File: src/rtl/hazard_pkg.sv
// Shared encodings and shadow-entry types for the hazard/forwarding controller.
package hazard_pkg;

    localparam int unsigned FWD_W_SEL_W = 3;

    localparam logic [FWD_W_SEL_W-1:0] FWD_RF    = 3'd0;
    localparam logic [FWD_W_SEL_W-1:0] FWD_E_ALU = 3'd1;
    localparam logic [FWD_W_SEL_W-1:0] FWD_M_MEM = 3'd2;
    localparam logic [FWD_W_SEL_W-1:0] FWD_M_ALU = 3'd3;
    localparam logic [FWD_W_SEL_W-1:0] FWD_W     = 3'd4;

    localparam int unsigned SH_FLAGS_W = 3;

    // Destination tag is kept beside this struct because its width is a module parameter.
    typedef struct packed {
        logic valid;
        logic reg_write;
        logic mem2reg;
    } sh_flags_t;

endpackage

File: src/rtl/hazard_track.sv
// E/M/W shadow pipeline of in-flight destination tags; bubble loads an invalid E entry.
module hazard_track
    import hazard_pkg::*;
#(
    parameter int unsigned REG_AW = 5
) (
    input  logic              clk,
    input  logic              rst_n,
    input  logic              bubble,
    input  sh_flags_t         d_flags,
    input  logic [REG_AW-1:0] d_dst,
    output sh_flags_t         e_flags,
    output sh_flags_t         m_flags,
    output sh_flags_t         w_flags,
    output logic [REG_AW-1:0] e_dst,
    output logic [REG_AW-1:0] m_dst,
    output logic [REG_AW-1:0] w_dst
);

    always_ff @(posedge clk or negedge rst_n) begin
        if (!rst_n) begin
            e_flags <= '0;
            m_flags <= '0;
            w_flags <= '0;
            e_dst   <= '0;
            m_dst   <= '0;
            w_dst   <= '0;
        end else begin
            w_flags <= m_flags;
            w_dst   <= m_dst;
            m_flags <= e_flags;
            m_dst   <= e_dst;
            if (bubble) begin
                e_flags <= '0;
                e_dst   <= '0;
            end else begin
                e_flags <= d_flags;
                e_dst   <= d_dst;
            end
        end
    end

endmodule

File: src/rtl/hazard_ctrl.sv
// Hazard and forwarding controller for the F/D/E/M/W pipeline with branches resolved in D.
// Optional HAZARD_PERF_EN adds stall/flush cycle counters.
module hazard_ctrl
    import hazard_pkg::*;
#(
    parameter int unsigned REG_AW  = 5,
    parameter int unsigned NUM_SRC = 2,
    parameter int unsigned MDU_LAT = 4,
    parameter int unsigned W_FWD   = 1
) (
    input  logic                           clk,
    input  logic                           rst_n,
    input  logic                           d_valid,
    input  logic [NUM_SRC*REG_AW-1:0]      d_src,
    input  logic [NUM_SRC-1:0]             d_src_used,
    input  logic [REG_AW-1:0]              d_dst,
    input  logic                           d_reg_write,
    input  logic                           d_mem2reg,
    input  logic                           d_branch,
    input  logic                           d_taken,
    input  logic                           d_mdu_start,
    input  logic                           d_mdu_use,
    output logic                           stall_f,
    output logic                           stall_d,
    output logic                           flush_d,
    output logic                           bubble_e,
    output logic [NUM_SRC*FWD_W_SEL_W-1:0] fwd_sel
`ifdef HAZARD_PERF_EN
    ,
    output logic [31:0]                    perf_stall_cnt,
    output logic [31:0]                    perf_flush_cnt
`endif
);

    localparam int unsigned CNT_W = $clog2(MDU_LAT + 1);

    sh_flags_t         d_flags, e_flags, m_flags, w_flags;
    logic [REG_AW-1:0] e_dst, m_dst, w_dst;
    logic [CNT_W-1:0]  mdu_cnt;

    logic [REG_AW-1:0] src;
    logic              live, hit_e, hit_m, hit_w;
    logic              load_use, br_hz, mdu_hz, stall, flush, bubble;
    logic [NUM_SRC*FWD_W_SEL_W-1:0] sel;

    assign d_flags = '{valid: d_valid, reg_write: d_reg_write, mem2reg: d_mem2reg};

    hazard_track #(
        .REG_AW(REG_AW)
    ) u_track (
        .clk     (clk),
        .rst_n   (rst_n),
        .bubble  (bubble),
        .d_flags (d_flags),
        .d_dst   (d_dst),
        .e_flags (e_flags),
        .m_flags (m_flags),
        .w_flags (w_flags),
        .e_dst   (e_dst),
        .m_dst   (m_dst),
        .w_dst   (w_dst)
    );

    always_comb begin
        src      = '0;
        live     = 1'b0;
        hit_e    = 1'b0;
        hit_m    = 1'b0;
        hit_w    = 1'b0;
        load_use = 1'b0;
        br_hz    = 1'b0;
        sel      = '0;
        for (int unsigned i = 0; i < NUM_SRC; i++) begin
            src   = d_src[i*REG_AW +: REG_AW];
            live  = d_src_used[i] && (src != '0);
            hit_e = live && e_flags.valid && e_flags.reg_write && (e_dst == src);
            hit_m = live && m_flags.valid && m_flags.reg_write && (m_dst == src);
            hit_w = live && w_flags.valid && w_flags.reg_write && (w_dst == src);
            if (hit_e)
                sel[i*FWD_W_SEL_W +: FWD_W_SEL_W] = FWD_E_ALU;
            else if (hit_m)
                sel[i*FWD_W_SEL_W +: FWD_W_SEL_W] = m_flags.mem2reg ? FWD_M_MEM : FWD_M_ALU;
            else if (hit_w && (W_FWD != 0))
                sel[i*FWD_W_SEL_W +: FWD_W_SEL_W] = FWD_W;
            else
                sel[i*FWD_W_SEL_W +: FWD_W_SEL_W] = FWD_RF;
            load_use = load_use || (hit_e && e_flags.mem2reg);
            br_hz    = br_hz || hit_e || (hit_m && m_flags.mem2reg);
        end
    end

    assign mdu_hz = (mdu_cnt != '0) && (d_mdu_use || d_mdu_start);
    assign stall  = d_valid && (load_use || (d_branch && br_hz) || mdu_hz);
    // rst_n gate keeps flush low during reset even though it is built from raw D inputs.
    assign flush  = rst_n && d_valid && d_branch && d_taken && !stall;
    assign bubble = stall || flush || !d_valid;

    assign stall_f  = stall;
    assign stall_d  = stall;
    assign bubble_e = stall;
    assign flush_d  = flush;
    assign fwd_sel  = sel;

    always_ff @(posedge clk or negedge rst_n) begin
        if (!rst_n)
            mdu_cnt <= '0;
        else if (d_valid && d_mdu_start && !stall)
            mdu_cnt <= CNT_W'(MDU_LAT);
        else if (mdu_cnt != '0)
            mdu_cnt <= mdu_cnt - CNT_W'(1);
    end

`ifdef HAZARD_PERF_EN
    always_ff @(posedge clk or negedge rst_n) begin
        if (!rst_n) begin
            perf_stall_cnt <= '0;
            perf_flush_cnt <= '0;
        end else begin
            if (stall)
                perf_stall_cnt <= perf_stall_cnt + 32'd1;
            if (flush)
                perf_flush_cnt <= perf_flush_cnt + 32'd1;
        end
    end
`endif

endmodule

File: config.mk
export PLATFORM = sky130hd
export DESIGN_NAME = hazard_ctrl
export DESIGN_NICKNAME = d
export VERILOG_FILES = /design/src/rtl/hazard_pkg.sv /design/src/rtl/hazard_track.sv /design/src/rtl/hazard_ctrl.sv
export SDC_FILE = /design/constraint.sdc
export NUM_CORES = 1
export LEC_CHECK = 0
export BUFFER_PORTS_ARGS = -buffer_cell sky130_fd_sc_hd__buf_4
export CELL_PAD_IN_SITES_DETAIL_PLACEMENT = 0
export CELL_PAD_IN_SITES_GLOBAL_PLACEMENT = 1
export CORE_UTILIZATION = 43
export CTS_BUF_LIST = sky130_fd_sc_hd__clkbuf_8
export DETAILED_ROUTE_END_ITERATION = 8
export PLACE_DENSITY_LB_ADDON = 0.1
export RECOVER_POWER = 50
export SLEW_MARGIN = 20
export SYNTH_ARGS = -nofsm -noshare
export SYNTH_HDL_FRONTEND = slang
export SYNTH_SLANG_ARGS = --single-unit
File: constraint.sdc
create_clock -name clk -period 2.25 [get_ports clk]
set_clock_uncertainty 0.1 [all_clocks]
set_input_delay 0.225 -clock clk [delete_from_list [all_inputs] [get_ports clk]]
set_output_delay 0.225 -clock clk [all_outputs]
set_load 0.01 [all_outputs]
==> results of run 1 <==
==> worst register-to-register path, delay by kind of cell (launching register included) <==
family | cells | cell delay, ns
simple gates | 3 | 0.53
buf+inv | 3 | 0.42
flops | 1 | 0.44
xor+xnor | 1 | 0.15
compound gates | 2 | 0.30
==> worst max-delay path by stage <==
stage | startpoint | to | slack, ns | cells past startpoint
finish | d_src[1] | bubble_e | -0.05 | 9
CTS | d_src[6] | flush_d | 0.004 | 9
floorplan | u_track.e_dst[0] | stall_d | 0.15 | 7
detailed placement | d_src[6] | bubble_e | 0.01 | 9
global route | u_track.e_dst[4] | stall_d | -0.15 | 8
global placement | d_src[1] | bubble_e | 0.01 | 8
==> report_power, final <==
group	leakage, nW	internal, mW	switching (mW)
Combinational	0.560	0.240	0.228
Clock	0.0357	0.238	0.152
Sequential	0.347	0.547	0.0598
==> cells in the mapped netlist (all sizes together), types with 2 or more instances <==
library cell	number	area share
dfrtp	26	0.44
buf	2	0.010
ha	2	0.017
nor2	5	0.018
nand3	2	0.015
nor3b	7	0.060
nor4	9	0.066
or4	2	0.013
nand4	6	0.026
o21a	3	0.015
a21oi	4	0.014
nand2	5	0.014
xor2	12	0.071
nor2b	4	0.017
a21o	2	0.010
xnor2	19	0.11
o21ai	5	0.043
inv	4	0.010
==> cell type report <==
class | instances | area [um^2] | area share
timing repair buffer | 57 | 443 | 0.210
multi-input combinational | 90 | 868 | 0.413
sequential | 26 | 652 | 0.310
clock inverter | 1 | 30.0 | 0.0143
clock buffer | 3 | 41.3 | 0.0196
tap | 44 | 55.1 | 0.0262
inverter | 4 | 15.0 | 0.00713
==> per-stage QoR <==
| stage | instances | TNS [ns] | util |
|---|---|---|---|
| floorplan | 122 | 0 | - |
| global placement | 214 | 0 | 0.602 |
| detailed placement | 214 | 0 | 0.602 |
| CTS | 224 | 0 | 0.652 |
| global route | 225 | -0.673 | 0.667 |
| finish | 225 | -0.195 | 0.667 |
==> what timing repair did <==
item	4_1_cts	5_1_grt
resized for setup	6	7
endpoints found under the setup margin	5	10
endpoints found under the hold margin	26	0
setup buffers	5	1
gates cloned	0	0
hold buffers	1	0
pin swaps	9	5
==> flip-flops by register name (all words and copies together), names as in the netlist <==
name             cells
u_track.m_flags      3
mdu_cnt              3
u_track.e_dst        5
u_track.m_dst        5
u_track.w_dst        5
u_track.w_flags      2
u_track.e_flags      3
==> cell families after synthesis <==
kind of cell	count (synthesis)	synth area share
xor+xnor	31	0.185
buf+inv	6	0.0204
simple gates	40	0.228
fa+ha+maj	2	0.0170
compound gates	17	0.107
flops	26	0.443
==> layer usage <==
| layer | global-route usage | vias up |
|---|---|---|
| met2 | 0.338 | 22 |
| met1 | 0.298 | 544 |
| met3 | 0.0320 | 4 |
| met5 | 0 | - |
| met4 | 0.0487 | 0 |
| li1 | - | 544 |
==> Flow_metrics.wiki, run 1 <==
{| class="wikitable"
! Metric !! Value
|-
| Total length of routed met2 wires || 1670 um
|-
| Relative slew margins || 0.781
|-
| Share of the cycle needed by the critical path after routing || 1.02
|-
| Clock sink count || 26
|-
| Pin slew with the least headroom to its limit || 0.325 ns
|-
| TritonCTS clock tree || yes
|-
| DRT Wirelength || 3320 um
|-
| Prevailing post-synth register cell || sky130_fd_sc_hd__dfrtp_1
|-
| Cells on Worst Hold Path || 2
|-
| DRC violation total after the first TritonRoute iteration || 25
|-
| Distinct cell type count of the synthesized netlist || 29
|-
| Overall via count from detail_route || 1,114
|-
| WL met1 || 1530 um
|-
| Top Family by Delay on Critical Path || simple AND/OR/NAND/NOR gates
|-
| Number of buffers between clock root and the deepest sink || 2
|-
| Worst setup EP type || output port
|-
| Worst-path clk slew || 0.09 ns
|-
| First-pass detailed-route iteration total || 4
|-
| Mean instance size in the synthesized netlist || 12.1 um^2
|-
| Gate count after technology mapping || 122
|-
| Vias in the first global route || 1,155
|-
| Critical path, cell by cell || buf_4, or4_4, o21ai_4, nor4_4, buf_4, o21ai_4, nand2_1, o21a_1, buf_4
|-
| Detailed-route DRC error count || 0
|-
| Final setup viols || 4
|-
| RSZ-0062 raised after global routing || true
|-
| # fillers || 249
|-
| Post-detailed-route count of antenna-violating nets || 0
|-
| Count of input and output buffers || 35
|-
| Vias per inst || 4.95
|-
| Die Y-Extent || 60.5 um
|-
| Startpoint of the lowest-slack hold path || d_dst[3]
|-
| Combined buffer and inverter count along the critical path || 3
|-
| Count of flip-flops with a built-in enable after synthesis || 0
|-
| Area growth syn-to-layout || 43.1%
|-
| Antenna violations before repair || 0
|-
| Routability congestion estimate || 0.829
|-
| Worst R2R Path Depth || 9
|-
| Worst IR Drop VDD || 0.000477 V
|-
| Leakage dissipation || 0.943 nW
|-
| Wire length on met3 || 91 um
|-
| Fraction of registers with async set/reset || 1.00
|-
| Yosys reg bits || 26
|-
| Number of placed I/O pins || 36
|-
| Post-synth net total || 150
|-
| Final Power || 1.46 mW
|-
| Most common cell on crit path || sky130_fd_sc_hd__buf_4
|-
| Fraction of layout cells with a size suffix above 1 || 0.492
|-
| Cell with the largest stage delay on the worst path || sky130_fd_sc_hd__or4_4
|-
| Initial core utilization || 0.466
|-
| Cts bufs inserted || 3
|-
| Violated checks || setup timing
|-
| Ant diodes || 0
|-
| Reg2Reg Capture Point || u_track.e_dst[4]
|-
| Root buffer cell || sky130_fd_sc_hd__clkbuf_8
|-
| Synth Cell Area || 1470 um^2
|-
| Fmax || 434 MHz
|-
| Worst-case setup margin in the final layout || -0.0520 ns
|-
| Largest stage delay on the critical path || 0.54 ns
|-
| Clock period minus final worst setup slack || 2.30 ns
|-
| Worst EP required || 1.92 ns
|-
| Finished Cell Area || 2100 um^2
|-
| Width of the die || 60.5 um
|-
| Pin count of the biggest net entering global routing || 27
|-
| Avg WL per Cell || 14.8 um
|-
| WHS || 0.0935 ns
|-
| Destination of the worst hold path || u_track.e_dst[3]
|-
| Final Hold Fails || 0
|-
| Total congestion overflow after global routing || 0
|-
| Most common cell after layout, fill and taps aside || sky130_fd_sc_hd__buf_4
|-
| R2r startpoint || u_track.m_dst[1]
|-
| Number of warning messages in the yosys log || 0
|-
| CTS H-tree depth || 1
|-
| Topmost layer with routed signal wires || met4
|-
| Layout net count || 210
|-
| Critical path startpoint category || input port
|-
| Source-to-sink clock delay at the later pin of the worst-skew pair || 0.27 ns
|-
| Startpoint-to-endpoint class of the critical path || in -> out
|-
| Core outline area || 3150 um^2
|-
| Post-detailed-placement cell area || 1900 um^2
|-
| Number of slew-limit violations in the final report || 0
|-
| Number of rows created at floorplan || 20
|-
| Highest-count cells in the layout ignoring fill and taps || 55 x sky130_fd_sc_hd__buf_4, 25 x sky130_fd_sc_hd__dfrtp_1, 17 x sky130_fd_sc_hd__xnor2_1
|-
| Total power divided by cell area || 696 nW/um^2
|-
| Reg-to-reg slack, setup || 0.20 ns
|-
| Combined global-route utilization of all metal layers || 0.209
|-
| Worst slack at placement || 0.0117 ns
|-
| Total half-perimeter wirelength after legalization and detailed placement || 2600 um
|-
| Hold/Removal Path Class || in -> reg
|-
| Global-route wire length before repair || 5450 um
|-
| MaxCap Viol Count || 0
|-
| Maximum fanout count along the critical path || 4
|-
| Full die area || 3660 um^2
|-
| Outcome || finished, violations left
|-
| Sequential-to-total area share from yosys stat || 0.443
|-
| Data arrival time of the critical path || 1.98 ns
|}
No activity file was read; power rests on OpenSTA's default activity.
==> inputs of run 2 (changes only) <==
Settings changed: CORE_UTILIZATION 43 to 41, CTS_BUF_LIST sky130_fd_sc_hd__clkbuf_8 to sky130_fd_sc_hd__clkbuf_16.
==> run 2 against run 1 <==
  * The flow still finishes with violations (setup timing)
  * Sequential cell count unchanged
  * Clock power increased by 31%
  * Clock-buffer cell count unchanged
  * Sequential power about the same
  * Design area increased by 4.7%
  * Maximum frequency decreased by 1.2%
  * Routed wire length increased by 7.8%
  * Sequential share of layout area decreased by 1.4 points
  * First-iteration DRC count decreased by 40%
  * Critical path depth unchanged
  * Non-clock buffer count increased by 3
  * Combinational power increased by 8.5%
==> Flow_metrics.wiki, run 2 (synthesis results as in run 1) <==
{| class="wikitable"
! Metric !! Value
|-
| Initial core utilization || 0.434
|-
| DRC violation total after the first TritonRoute iteration || 15
|-
| Relative slew margins || 0.109
|-
| Data arrival time of the critical path || 2.00 ns
|-
| RSZ-0062 raised after global routing || true
|-
| Number of placed I/O pins || 36
|-
| Hold/Removal Path Class || in -> reg
|-
| Area growth syn-to-layout || 49.9%
|-
| Final Power || 1.63 mW
|-
| Highest-count cells in the layout ignoring fill and taps || 49 x sky130_fd_sc_hd__buf_4, 26 x sky130_fd_sc_hd__dfrtp_1, 16 x sky130_fd_sc_hd__xnor2_1
|-
| Fmax || 429 MHz
|-
| Worst-case setup margin in the final layout || -0.0789 ns
|-
| Top Family by Delay on Critical Path || simple AND/OR/NAND/NOR gates
|-
| Total half-perimeter wirelength after legalization and detailed placement || 2650 um
|-
| Regs by FF count || u_track.e_dst (5), u_track.m_dst (5), u_track.w_dst (5)
|-
| Combined global-route utilization of all metal layers || 0.212
|-
| Root buffer cell || sky130_fd_sc_hd__clkbuf_16
|-
| Worst setup EP type || output port
|-
| First-pass detailed-route iteration total || 4
|-
| Startpoint-to-endpoint class of the critical path || reg -> out
|-
| DRT Wirelength || 3580 um
|-
| Cells on Worst Hold Path || 2
|-
| Combinational Power Share || 0.312
|-
| Layout net count || 213
|-
| Leakage dissipation || 0.986 nW
|-
| Non-filler instance count after layout || 230
|-
| Die Y-Extent || 61.9 um
|-
| Most common cell on crit path || sky130_fd_sc_hd__buf_4
|-
| Final Hold Fails || 0
|-
| Antenna violations before repair || 0
|-
| Avg WL per Cell || 15.6 um
|-
| Post-detailed-route count of antenna-violating nets || 0
|-
| Full die area || 3830 um^2
|-
| Sw Share || 0.284
|-
| Number of buffers between clock root and the deepest sink || 2
|-
| Worst-path clk slew || 0.07 ns
|-
| Worst IR Drop VDD || 0.000328 V
|-
| Overall via count from detail_route || 1,152
|-
| Outcome || finished, violations left
|-
| Fraction of layout cells with a size suffix above 1 || 0.495
|-
| Cell with the largest stage delay on the worst path || sky130_fd_sc_hd__dfrtp_1
|-
| Total power divided by cell area || 739 nW/um^2
|-
| Clock period minus final worst setup slack || 2.33 ns
|-
| R2r startpoint || u_track.e_dst[4]
|-
| Internal || 1.17 mW
|-
| Vias in the first global route || 1,238
|-
| Number of rows created at floorplan || 21
|-
| Critical path, cell by cell || xnor2_1, nand4_1, nor4_4, buf_4, nor2_4, buf_4, nand2_2, nor4_4, buf_4
|-
| Core outline area || 3390 um^2
|-
| Number of slew-limit violations in the final report || 0
|-
| WHS || 0.112 ns
|-
| Reg-to-reg slack, setup || 0.08 ns
|-
| MaxCap Viol Count || 0
|-
| Reg2Reg Capture Point || u_track.e_flags[0]
|-
| Sequential share of power || 0.375
|-
| Detailed-route DRC error count || 0
|-
| Count of input and output buffers || 35
|-
| CTS H-tree depth || 1
|-
| Pin slew with the least headroom to its limit || 1.34 ns
|-
| Maximum fanout count along the critical path || 4
|-
| Global-route wire length before repair || 5640 um
|-
| Startpoint of the lowest-slack hold path || d_dst[3]
|-
| Placed Cells incl. Taps || 210
|-
| Worst EP required || 1.92 ns
|-
| Worst R2R Path Depth || 10
|-
| Width of the die || 61.9 um
|-
| Source-to-sink clock delay at the later pin of the worst-skew pair || 0.26 ns
|-
| Combined buffer and inverter count along the critical path || 3
|-
| Critical path startpoint category || flip-flop
|-
| Destination of the worst hold path || u_track.e_dst[3]
|-
| Worst slack at placement || -0.0515 ns
|-
| Pin count of the biggest net entering global routing || 27
|-
| Routability congestion estimate || 0.834
|-
| Largest stage delay on the critical path || 0.42 ns
|-
| Violated checks || setup timing
|-
| Clock sink count || 26
|-
| Final setup viols || 5
|-
| Net switching power figure || 0.463 mW
|-
| Total congestion overflow after global routing || 0
|-
| TritonCTS clock tree || yes
|-
| Clock Power Share || 0.314
|-
| Vias per inst || 5.01
|-
| Cts bufs inserted || 3
|-
| Most common cell after layout, fill and taps aside || sky130_fd_sc_hd__buf_4
|-
| Ant diodes || 0
|-
| Share of the cycle needed by the critical path after routing || 1.04
|}
-- run 2: changes by cell type in the layout (fill, tap and decap cells not counted), moves of 2 or more --
cell / before / now
sky130_fd_sc_hd__buf_4: 55 / 49
sky130_fd_sc_hd__clkbuf_1: 0 / 2
sky130_fd_sc_hd__buf_6: 0 / 6
sky130_fd_sc_hd__clkbuf_8: 3 / 0
sky130_fd_sc_hd__clkbuf_16: 0 / 3
-- run 2: per-stage QoR --
| step | TNS [ns] | instance area, um^2 | utilization |
|---|---|---|---|
| floorplan | 0 | 1470 | - |
| CTS | -0.133 | 2100 | 0.619 |
| global placement | 0 | 1860 | 0.547 |
| finish | -0.271 | 2200 | 0.650 |
| global route | -1.17 | 2200 | 0.650 |
| detailed placement | -0.165 | 1860 | 0.547 |
-- run 2: worst max-delay path by stage --
stage	cells after the start	startpoint	slack, ns	endpoint
after floorplan	7	u_track.e_dst[0]	0.15	stall_d
after global placement	7	u_track.e_dst[2]	0.002	bubble_e
after detailed placement	7	u_track.e_dst[2]	-0.05	bubble_e
after CTS	7	u_track.m_dst[3]	-0.04	bubble_e
after global routing	8	u_track.e_dst[4]	-0.20	stall_f
final	9	u_track.e_dst[4]	-0.08	flush_d
-- run 2: power by group through the flow --
stage	clock [mW]	sequential [mW]	combinational [mW]
final	0.511	0.610	0.508
after global routing	0.540	0.621	0.560
after CTS	0.520	0.609	0.490
after detailed placement	0	0.618	0.458
after global placement	0	0.615	0.446
after floorplan	0	0.599	0.313
-- run 2: layer usage --
layer	vias up	GRT usage	routed length [um]	part of all wire
met3	10	0.0538	151	0.042
met5	-	0	0	0
met1	559	0.244	1450	0.40
met4	0	0.0984	102	0.029
met2	31	0.369	1880	0.52
li1	552	-	-	-
-- run 2: repair_timing --
action / 4_1_cts / 5_1_grt
hold buffers: 1 / 0
pin swaps: 16 / 12
setup buffers: 10 / 6
endpoints found under the hold margin: 26 / 0
gates cloned: 0 / 0
resized for setup: 10 / 14
setup endpoints to repair: 9 / 8
-- run 2: worst register-to-register path, stage by stage, from the launching register on --
cell                      delay (ns)
sky130_fd_sc_hd__dfrtp_1        0.42
sky130_fd_sc_hd__xnor2_1        0.18
sky130_fd_sc_hd__nand4_1        0.18
sky130_fd_sc_hd__nor4_4         0.30
sky130_fd_sc_hd__buf_4          0.19
sky130_fd_sc_hd__nor2_4         0.05
sky130_fd_sc_hd__buf_4          0.15
sky130_fd_sc_hd__buf_4          0.13
sky130_fd_sc_hd__a31oi_4        0.15
sky130_fd_sc_hd__buf_12         0.15
sky130_fd_sc_hd__nor3b_2        0.05
-- run 2: cell type report --
class                      instances  area (um^2)
clock buffer                       3         75.1
timing repair buffer              60          488
inverter                           4         15.0
clock inverter                     1         30.0
fill                             268         1190
sequential                        26          651
multi-input combinational         90          887
tap                               46         57.6
